## config.mk

```make
export PLATFORM = sky130hd
export DESIGN_NAME = imem_fetch_ctrl_flat
export DESIGN_NICKNAME = d
export VERILOG_FILES = /design/src/rtl/imem_fetch_ctrl_if.sv /design/src/rtl/imem_fetch_ctrl.sv /design/src/flat_wrapper.sv
export SDC_FILE = /design/constraint.sdc
export NUM_CORES = 1
export LEC_CHECK = 0
export CAP_MARGIN = 20
export CORE_ASPECT_RATIO = 1.75
export CORE_MARGIN = 3
export CORE_UTILIZATION = 30
export DETAILED_ROUTE_END_ITERATION = 8
export GPL_ROUTABILITY_DRIVEN = 0
export PLACE_DENSITY_LB_ADDON = 0.2
export SLEW_MARGIN = 20
export SYNTH_ARGS = -nofsm -noshare
export SYNTH_HDL_FRONTEND = slang
export SYNTH_SLANG_ARGS = --single-unit
```

## constraint.sdc

```tcl
create_clock -name clk -period 5.2 [get_ports clk]
set_input_delay 0.78 -clock clk [delete_from_list [all_inputs] [get_ports clk]]
set_output_delay 0.78 -clock clk [all_outputs]
set_load 0.01 [all_outputs]
```

## src/rtl/imem_fetch_ctrl_if.sv

```systemverilog
// Bus bundle between imem_fetch_ctrl and its neighbours: IF-stage fetch/response,
// program-loader byte writes and the byte-wide instruction memory port.
interface imem_fetch_ctrl_if #(
  parameter int ADDR_W    = 10,
  parameter int WORD_SIZE = 32
);
  logic                 fetch_req;
  logic [WORD_SIZE-1:0] fetch_addr;
  logic                 fetch_ready;
  logic                 flush;
  logic                 inst_valid;
  logic                 inst_ready;
  logic [WORD_SIZE-1:0] instruction;
  logic                 load_valid;
  logic [ADDR_W-1:0]    load_addr;
  logic [7:0]           load_data;
  logic                 load_ready;
  logic [ADDR_W-1:0]    mem_addr;
  logic                 mem_we;
  logic [7:0]           mem_wdata;
  logic [7:0]           mem_rdata;

  modport slave (
    input  fetch_req, fetch_addr, flush, inst_ready,
           load_valid, load_addr, load_data, mem_rdata,
    output fetch_ready, inst_valid, instruction, load_ready,
           mem_addr, mem_we, mem_wdata
  );

  modport master (
    output fetch_req, fetch_addr, flush, inst_ready,
           load_valid, load_addr, load_data, mem_rdata,
    input  fetch_ready, inst_valid, instruction, load_ready,
           mem_addr, mem_we, mem_wdata
  );
endinterface

```

## src/rtl/imem_fetch_ctrl.sv

```systemverilog
// Fetch sequencer/arbiter: four big-endian byte reads per 32-bit fetch, shared port
// with a byte-write loader. Loader and arbitration enabled by macro IMEM_LOADER_EN.
module imem_fetch_ctrl #(
  parameter int ADDR_W    = 10,
  parameter int WORD_SIZE = 32
) (
  input  logic             clk,
  input  logic             rst,
  imem_fetch_ctrl_if.slave bus
);
  typedef enum logic [1:0] {IDLE, READ, RESP} state_t;

  state_t               state, state_nx;
  logic [1:0]           cnt, cnt_nx;
  logic [ADDR_W-1:0]    base, base_nx;
  logic [23:0]          asm_q, asm_nx;
  logic [WORD_SIZE-1:0] instr_q, instr_nx;
  logic                 fetch_ok, grant_fetch;
`ifdef IMEM_LOADER_EN
  logic                 last_fetch, last_fetch_nx;
  logic                 grant_load;
  logic                 unused_in;
  assign unused_in = ^bus.fetch_addr[WORD_SIZE-1:ADDR_W];
`else
  logic                 unused_in;
  assign unused_in = ^{bus.fetch_addr[WORD_SIZE-1:ADDR_W], bus.load_valid,
                       bus.load_addr, bus.load_data};
`endif

  always_ff @(posedge clk or negedge rst) begin
    if (!rst) begin
      state   <= IDLE;
      cnt     <= '0;
      base    <= '0;
      asm_q   <= '0;
      instr_q <= '0;
`ifdef IMEM_LOADER_EN
      last_fetch <= 1'b1;
`endif
    end else begin
      state   <= state_nx;
      cnt     <= cnt_nx;
      base    <= base_nx;
      asm_q   <= asm_nx;
      instr_q <= instr_nx;
`ifdef IMEM_LOADER_EN
      last_fetch <= last_fetch_nx;
`endif
    end
  end

  always_comb begin
    state_nx        = state;
    cnt_nx          = cnt;
    base_nx         = base;
    asm_nx          = asm_q;
    instr_nx        = instr_q;
    fetch_ok        = 1'b0;
    grant_fetch     = 1'b0;
    bus.fetch_ready = 1'b0;
    bus.inst_valid  = 1'b0;
    bus.load_ready  = 1'b0;
    bus.mem_addr    = '0;
    bus.mem_we      = 1'b0;
    bus.mem_wdata   = '0;
    bus.instruction = instr_q;
`ifdef IMEM_LOADER_EN
    last_fetch_nx   = last_fetch;
    grant_load      = 1'b0;
`endif
    // Outputs are held inactive while reset is asserted, whatever the inputs do.
    if (rst) begin
      case (state)
        IDLE: begin
          fetch_ok = bus.fetch_req && !bus.flush;
`ifdef IMEM_LOADER_EN
          if (fetch_ok && bus.load_valid) begin
            grant_load  = last_fetch;
            grant_fetch = !last_fetch;
          end else begin
            grant_fetch = fetch_ok;
            grant_load  = bus.load_valid;
          end
          if (grant_load) begin
            bus.load_ready = 1'b1;
            bus.mem_we     = 1'b1;
            bus.mem_addr   = bus.load_addr;
            bus.mem_wdata  = bus.load_data;
            last_fetch_nx  = 1'b0;
          end
          if (grant_fetch) last_fetch_nx = 1'b1;
`else
          grant_fetch = fetch_ok;
`endif
          if (grant_fetch) begin
            bus.fetch_ready = 1'b1;
            base_nx         = bus.fetch_addr[ADDR_W-1:0];
            cnt_nx          = '0;
            state_nx        = READ;
          end
        end
        READ: begin
          bus.mem_addr = base + ADDR_W'(cnt);
          if (bus.flush) begin
            state_nx = IDLE;
            cnt_nx   = '0;
          end else begin
            // Bytes 0..2 collect in a side buffer so a flushed fetch never disturbs
            // the last returned instruction; byte 3 completes the word.
            case (cnt)
              2'd0: asm_nx[23:16] = bus.mem_rdata;
              2'd1: asm_nx[15:8]  = bus.mem_rdata;
              2'd2: asm_nx[7:0]   = bus.mem_rdata;
              default: begin
                instr_nx = WORD_SIZE'({asm_q, bus.mem_rdata});
                state_nx = RESP;
              end
            endcase
            cnt_nx = cnt + 2'd1;
          end
        end
        RESP: begin
          if (bus.flush) begin
            state_nx = IDLE;
          end else begin
            bus.inst_valid = 1'b1;
            if (bus.inst_ready) state_nx = IDLE;
          end
        end
        default: state_nx = IDLE;
      endcase
    end
  end
endmodule
```

## src/flat_wrapper.sv

```systemverilog
// flat-port wrapper written by rule: the top's interface ports become plain ports
module imem_fetch_ctrl_flat 
#(
  parameter int ADDR_W    = 10,
  parameter int WORD_SIZE = 32
)
  (clk, rst, bus_fetch_req, bus_fetch_addr, bus_flush, bus_inst_ready, bus_load_valid, bus_load_addr, bus_load_data, bus_mem_rdata, bus_fetch_ready, bus_inst_valid, bus_instruction, bus_load_ready, bus_mem_addr, bus_mem_we, bus_mem_wdata);
  imem_fetch_ctrl_if #(.ADDR_W(ADDR_W), .WORD_SIZE(WORD_SIZE)) bus_i ();
  input  logic clk;
  input  logic rst;
  input wire logic [$bits(bus_i.fetch_req)-1:0] bus_fetch_req;
  input wire logic [$bits(bus_i.fetch_addr)-1:0] bus_fetch_addr;
  input wire logic [$bits(bus_i.flush)-1:0] bus_flush;
  input wire logic [$bits(bus_i.inst_ready)-1:0] bus_inst_ready;
  input wire logic [$bits(bus_i.load_valid)-1:0] bus_load_valid;
  input wire logic [$bits(bus_i.load_addr)-1:0] bus_load_addr;
  input wire logic [$bits(bus_i.load_data)-1:0] bus_load_data;
  input wire logic [$bits(bus_i.mem_rdata)-1:0] bus_mem_rdata;
  output wire logic [$bits(bus_i.fetch_ready)-1:0] bus_fetch_ready;
  output wire logic [$bits(bus_i.inst_valid)-1:0] bus_inst_valid;
  output wire logic [$bits(bus_i.instruction)-1:0] bus_instruction;
  output wire logic [$bits(bus_i.load_ready)-1:0] bus_load_ready;
  output wire logic [$bits(bus_i.mem_addr)-1:0] bus_mem_addr;
  output wire logic [$bits(bus_i.mem_we)-1:0] bus_mem_we;
  output wire logic [$bits(bus_i.mem_wdata)-1:0] bus_mem_wdata;
  assign bus_i.fetch_req = bus_fetch_req;
  assign bus_i.fetch_addr = bus_fetch_addr;
  assign bus_i.flush = bus_flush;
  assign bus_i.inst_ready = bus_inst_ready;
  assign bus_i.load_valid = bus_load_valid;
  assign bus_i.load_addr = bus_load_addr;
  assign bus_i.load_data = bus_load_data;
  assign bus_i.mem_rdata = bus_mem_rdata;
  assign bus_fetch_ready = bus_i.fetch_ready;
  assign bus_inst_valid = bus_i.inst_valid;
  assign bus_instruction = bus_i.instruction;
  assign bus_load_ready = bus_i.load_ready;
  assign bus_mem_addr = bus_i.mem_addr;
  assign bus_mem_we = bus_i.mem_we;
  assign bus_mem_wdata = bus_i.mem_wdata;
  imem_fetch_ctrl #(.ADDR_W(ADDR_W), .WORD_SIZE(WORD_SIZE)) u_core (.clk(clk), .rst(rst), .bus(bus_i));
endmodule
```

==> results of run 1 <==
Yosys cell counts:
| cell type | instances |
|---|---|
| a21oi_1 | 6 |
| a31oi_1 | 1 |
| and2_1 | 3 |
| and2b_1 | 1 |
| and3_1 | 1 |
| and4bb_1 | 1 |
| buf_12 | 3 |
| buf_2 | 1 |
| buf_4 | 10 |
| buf_6 | 1 |
| conb_1 | 1 |
| dfrtp_1 | 70 |
| fa_1 | 1 |
| ha_1 | 6 |
| inv_1 | 6 |
| mux2_2 | 38 |
| mux2_4 | 29 |
| mux2i_1 | 1 |
| nand2_1 | 4 |
| nand2_2 | 3 |
| nand2_8 | 1 |
| nand3_1 | 4 |
| nand4_1 | 2 |
| nor2_1 | 3 |
| nor2b_1 | 2 |
| nor3_1 | 1 |
| o21a_1 | 2 |
| o21ai_0 | 4 |
| o31ai_1 | 3 |
| o32ai_1 | 1 |
| or3_1 | 3 |
| or4_1 | 2 |
| or4b_2 | 1 |
| xnor2_1 | 1 |
| xor2_1 | 1 |
state kept, by name (all words and copies together), names as in the netlist:
signal	cells
u_core.bus.instruction	32
u_core.cnt	2
u_core.base	10
u_core.state	2
u_core.asm_q	24
cells by family (layout without fill, tap and decap cells):
kind of cell | Yosys count | in the layout | synth area share [%]
DFF | 70 | 70 | 54.37
adders and majority gates | 7 | 7 | 2.951
xor gates and xnor gates | 2 | 2 | 0.5438
other | 1 | 10 | 0.1164
muxes | 68 | 68 | 27.11
buffers and inverters | 21 | 89 | 5.398
and+or+nand+nor | 32 | 32 | 6.330
AOI/OAI and AO/OA | 17 | 17 | 3.185
placed cells by master, fill, tap and decap left out, types with 2 or more instances in the layout:
cell             count
a21oi_1              6
and2_1               3
buf_4                2
bufinv_16            2
clkbuf_16            9
clkdlybuf4s50_1     65
clkinv_2             2
conb_1              10
dfrtp_1             70
ha_1                 6
inv_1                6
mux2_2              38
mux2_4              29
nand2_1              4
nand2_2              3
nand3_1              4
nand4_1              2
nor2_1               3
nor2b_1              2
o21a_1               2
o21ai_0              4
o31ai_1              3
or3_1                3
or4_1                2
power groups by stage:
| stage | Combinational, mW | Clock, mW | Sequential (mW) |
|---|---|---|---|
| 2_1_floorplan | 0.254 | 0 | 0.802 |
| 3_3_place_gp | 0.419 | 0 | 0.807 |
| 3_5_place_dp | 0.431 | 0 | 0.813 |
| 4_1_cts | 0.433 | 0.665 | 0.804 |
| 5_1_grt | 0.468 | 0.694 | 0.828 |
| 6_report | 0.424 | 0.643 | 0.803 |
per-stage QoR:
stage	util (%)	worst slack (ns)
2_1_floorplan	-	2.849
3_3_place_gp	37.92	1.801
3_5_place_dp	37.92	1.798
4_1_cts	40.96	1.793
5_1_grt	40.96	1.702
6_report	40.96	1.843
routing by layer:
| layer | vias up | wire [um] | track usage, % |
|---|---|---|---|
| li1 | 899 | - | - |
| met1 | 980 | 2745 | 13.33 |
| met2 | 59 | 3347 | 19.98 |
| met3 | 11 | 357 | 3.695 |
| met4 | 0 | 155 | 5.505 |
| met5 | - | 0 | 0 |
worst max path at each step:
stage	startpoint	endpoint	slack, ns	depth (start not counted)
floorplan	u_core.cnt[1]	bus_mem_addr[9]	2.85	4
global placement	bus_flush	bus_fetch_ready	1.80	5
detailed placement	bus_flush	bus_fetch_ready	1.80	5
CTS	bus_flush	bus_fetch_ready	1.79	5
global route	bus_flush	bus_fetch_ready	1.70	5
finish	bus_flush	bus_fetch_ready	1.84	5
area by class of cell:
class,count,area (um^2)
clock buffers,10,229.0
clock inverters,6,86.33
fillers,997,6117
inverters,6,22.52
multi-input cells,136,1330
flip-flops and latches,70,1752
well taps,127,158.9
repair buffers,67,665.6
worst reg2reg max path, cell delays in order, from the launching register on:
cell	delay [ns]
dfrtp_1	0.43
and4bb_1	0.52
nand2_8	0.29
mux2_4	0.43
==> metrics, run 1 <==
CP Class=in2out; Clock Power Share=34.4%; post-synth top area share=54.37%; Final Skew=0.008457 ns; Hold Slack=0.4995 ns; syn avg cell area=14.78 um^2; WL/cell=15.65 um; overall power=1.870 mW; Die Width=84.34 um; root buf cell=clkbuf_16; Worst Hold End=u_core.bus.instruction[30]; clock sink total=70; Worst-Margin Slew=0.9317 ns; leakage=1.987 nW; Worst-Skew Late Latency=0.33 ns; IO Port Bufs=66; Synth Warn #=0; CTS tree=done; RSZ-0062 raised after global routing=false; final setup fails=0; pins over their slew limit=0; top post-synthesis cells by area=dfrtp_1 54%, mux2_4 14%, mux2_2 13%; r2r setup slk=3.43 ns; reg-to-reg startpoint=u_core.state[1]; Post-Place Cells=406; Hold Startpoint=u_core.asm_q[22]; logic gate share of total power=22.7%; post-route DRC violation count=0; worst path cell trace=clkdlybuf4s50_1 -> nor2_1 -> nand3_1 -> inv_1 -> clkdlybuf4s50_1; 1st-iter DRT viols=45; reg-to-reg endpoint=u_core.bus.instruction[26]; router iterations before antenna repair=4; crit path max fanout=11; cells after synthesis=218; number of global-route vias before repair=2088; Worst Path Required=4.42 ns; Yosys top cell by area=dfrtp_1; switching share of power=25.90%; sequential share of the synthesized area=54.37%; drt via density=4.618; Mapped Area=3222 um^2; worst min-delay path class=reg2reg; HPWL after DPL=4431 um; non-filler instance count after layout=422; share of post-route cells with drive strength above 1=30.17%; post-synth cell types=35; worst stage delay on the critical path=0.55 ns; Final #Nets=361; f_max=297.9 MHz; core area=10360 um^2; Num CTS Buffers=9; Pwr per Cell Area=440.6 nW/um^2; R2R depth=3; H-tree depth=3; number of max-cap violations=0; Sequential Power Share=42.9%; Worst-path clk slew=0.05 ns; final hold vios=0; Total Routed Length=6605 um; worst hold stages=1; CP delay by family, top=buffers and inverters; largest net degree at the start of global routing=76; via count=1949; postcts setup bufs=0; slowest CP cell=clkdlybuf4s50_1; Die Height=143.1 um; dpl cell area=3929 um^2; P_sw=0.4844 mW; Boundary Pins=118; Peak VDD IR=0.2467 mV; register bit total from synthesis=70; Slew headroom=37.89%; Final min period=3.357 ns; worst path buffer plus inverter count=3; Crit path top cell by count=clkdlybuf4s50_1; P&R area growth vs syn=31.73%; die area=12070 um^2; Core Rows=49; Hold Buf Count CTS=0; first-pass GRT wire length=10930 um; CTS-repair resized insts=0; antenna violations before repair=0; period utilization=64.56%; Initial Util=31.10%; GRT Total Usage=11.73%; Startpoint Class=input pin; Int Power=1.386 mW; Inserted Diodes=0; CTS max path bufs=2; crit end category=primary output; grt total ovfl=0; setup TNS=0 ns; status=complete, no violations; WP data arrival=2.58 ns; cell area after layout=4244 um^2; Final ANT Viol Nets=0
Note: power is estimated with default switching activity, not from simulation.
==> run 2: changes to the inputs <==
==> constraint.sdc (replaced) <==
create_clock -name clk -period 3.2 [get_ports clk]
set_input_delay 0.48 -clock clk [delete_from_list [all_inputs] [get_ports clk]]
set_output_delay 0.48 -clock clk [all_outputs]
set_load 0.01 [all_outputs]
==> run 2 against run 1 <==
Against the previous run:
- non-clock buffer count up 2
- routed wire length down 2.3%
- sequential power up 62%
- largest cell class unchanged
- clock power up 50%
- worst hold slack worse by 0.29 ns
- global-route usage down 0.36 points
==> metrics, run 2 (synthesis gave the netlist of run 1 again) <==
CP delay by family, top=buffers and inverters (unchanged); Slew headroom=63.14% (was 37.89%); Final Skew=0.007559 ns (was 0.008457 ns); non-filler instance count after layout=424 (was 422); Post-Place Setup Slack=0.5767 ns (was 1.798 ns); CTS-repair resized insts=0 (unchanged); antenna violations before repair=0 (unchanged); leakage=1.984 nW (was 1.987 nW); Pwr per Cell Area=697.5 nW/um^2 (was 440.6 nW/um^2); Final min period=2.974 ns; Worst Path Required=2.72 ns (was 4.42 ns); grt total ovfl=0 (unchanged); period utilization=92.94%; Hold Buf Count CTS=0 (unchanged); Initial Util=31.10% (unchanged); root buf cell=clkbuf_16 (unchanged); worst path buffer plus inverter count=1 (was 3); slowest CP cell=clkdlybuf4s50_1 (unchanged); WP data arrival=2.49 ns (was 2.58 ns); overall power=2.953 mW (was 1.870 mW); number of global-route vias before repair=2066 (was 2088); first-pass GRT wire length=10610 um (was 10930 um); router iterations before antenna repair=4 (unchanged); H-tree depth=3 (unchanged); Worst-Margin Slew=0.5528 ns (was 0.9317 ns); Core Rows=49 (unchanged); core area=10360 um^2 (unchanged); Worst-Skew Late Latency=0.33 ns (about the same); CP Class=reg2out (was in2out); Total Routed Length=6451 um (was 6605 um); worst min-delay path class=in2async (was reg2reg); Worst-path clk slew=0.06 ns (was 0.05 ns); setup TNS=0 ns (unchanged); number of max-cap violations=0 (unchanged); Final ANT Viol Nets=0 (unchanged); CTS tree=done (unchanged); die area=12070 um^2 (unchanged); most frequent cells in the layout=70 x dfrtp_1, 65 x clkdlybuf4s50_1, 38 x mux2_2, 29 x mux2_4, 10 x conb_1 (unchanged); Boundary Pins=118 (unchanged); CTS max path bufs=2 (unchanged); P&R area growth vs syn=31.42% (was 31.73%); GRT Total Usage=11.37% (was 11.73%); drt via density=4.540 (was 4.618); largest net degree at the start of global routing=39 (was 76); RSZ-0062 raised after global routing=false (unchanged); Die Width=84.34 um (unchanged); Inserted Diodes=0 (unchanged); Startpoint Class=register (was input pin); crit end category=primary output (unchanged); Peak VDD IR=0.4050 mV (was 0.2467 mV); HPWL after DPL=4497 um (was 4431 um); Num CTS Buffers=9 (unchanged); IO Port Bufs=66 (unchanged); worst stage delay on the critical path=0.55 ns (about the same); slack of the critical path=0.2258 ns (was 1.843 ns); final setup fails=0 (unchanged); status=complete, no violations (unchanged); WL/cell=15.21 um (was 15.65 um); Post-Place Cells=408 (was 406); 1st-iter DRT viols=31 (was 45); Crit path top cell by count=a21oi_1 (was clkdlybuf4s50_1); worst path cell trace=ha_1 -> a21oi_1 -> or4_1 -> a21oi_1 -> clkdlybuf4s50_1 (was clkdlybuf4s50_1 -> nor2_1 -> nand3_1 -> inv_1 -> clkdlybuf4s50_1); max FFs per register=32 (unchanged); f_max=336.2 MHz; via count=1925 (was 1949); share of post-route cells with drive strength above 1=30.98% (was 30.17%); fill count=999 (was 997); Final #Nets=363 (was 361); final hold vios=0 (unchanged); commonest non-fill, non-tap cell in the layout=dfrtp_1 (unchanged); Die Height=143.1 um (unchanged); post-route DRC violation count=0 (unchanged); crit path max fanout=8 (was 11); postcts setup bufs=0 (unchanged); clock sink total=70 (unchanged); pins over their slew limit=0 (unchanged)
-- run 2: cell count changes in the layout (fill, tap and decap cells not counted) --
cell,before,now
clkbuf_1,1,0
bufinv_16,2,1
buf_4,2,4
clkinv_4,1,0
clkinvlp_4,1,2
clkinv_2,2,4
-- run 2: path summary, 6_finish.rpt --
check,slack (ns),depth (start not counted),startpoint,endpoint
worst min register to register,0.50,1,u_core.asm_q[20],u_core.bus.instruction[28]
max in group asynchronous,2.66,2,rst,u_core.bus.instruction[10]
min in group clk,0.50,1,u_core.asm_q[20],u_core.bus.instruction[28]
worst max register to register,1.45,3,u_core.state[1],u_core.bus.instruction[6]
worst max-delay path,0.23,5,u_core.cnt[1],bus_mem_addr[9]
worst min-delay path,0.21,2,rst,u_core.base[2]
-- run 2: area by class of cell --
type | instances | area [um^2] | area share (%)
sequential | 70 | 1752 | 41.37
multi-input combinational | 136 | 1330 | 31.41
timing repair buffer | 69 | 680.7 | 16.08
clock buffer | 9 | 225.2 | 5.319
tap | 127 | 158.9 | 3.753
clock inverter | 7 | 65.06 | 1.537
inverter | 6 | 22.52 | 0.5319
-- run 2: routing by layer --
metal	routed length [um]	vias up	GRT usage, %
li1	-	904	-
met5	0	-	0
met2	3238	59	18.69
met1	2667	949	13.07
met3	362	13	3.522
met4	182	0	6.422
-- run 2: report_power, final --
part / total, mW / switching, mW / internal [mW]
clock network: 0.963 / 0.366 / 0.597
logic: 0.688 / 0.251 / 0.437
registers: 1.30 / 0.168 / 1.13
-- run 2: through the flow --
| step | util [%] | area [um^2] | hold WS [ns] |
|---|---|---|---|
| 2_1_floorplan | - | 3256 | 0.1844 |
| 3_3_place_gp | 38.06 | 3944 | 0.4828 |
| 3_5_place_dp | 38.06 | 3944 | 0.4879 |
| 4_1_cts | 40.86 | 4234 | 0.2304 |
| 5_1_grt | 40.86 | 4234 | 0.2423 |
| 6_report | 40.86 | 4234 | 0.2099 |
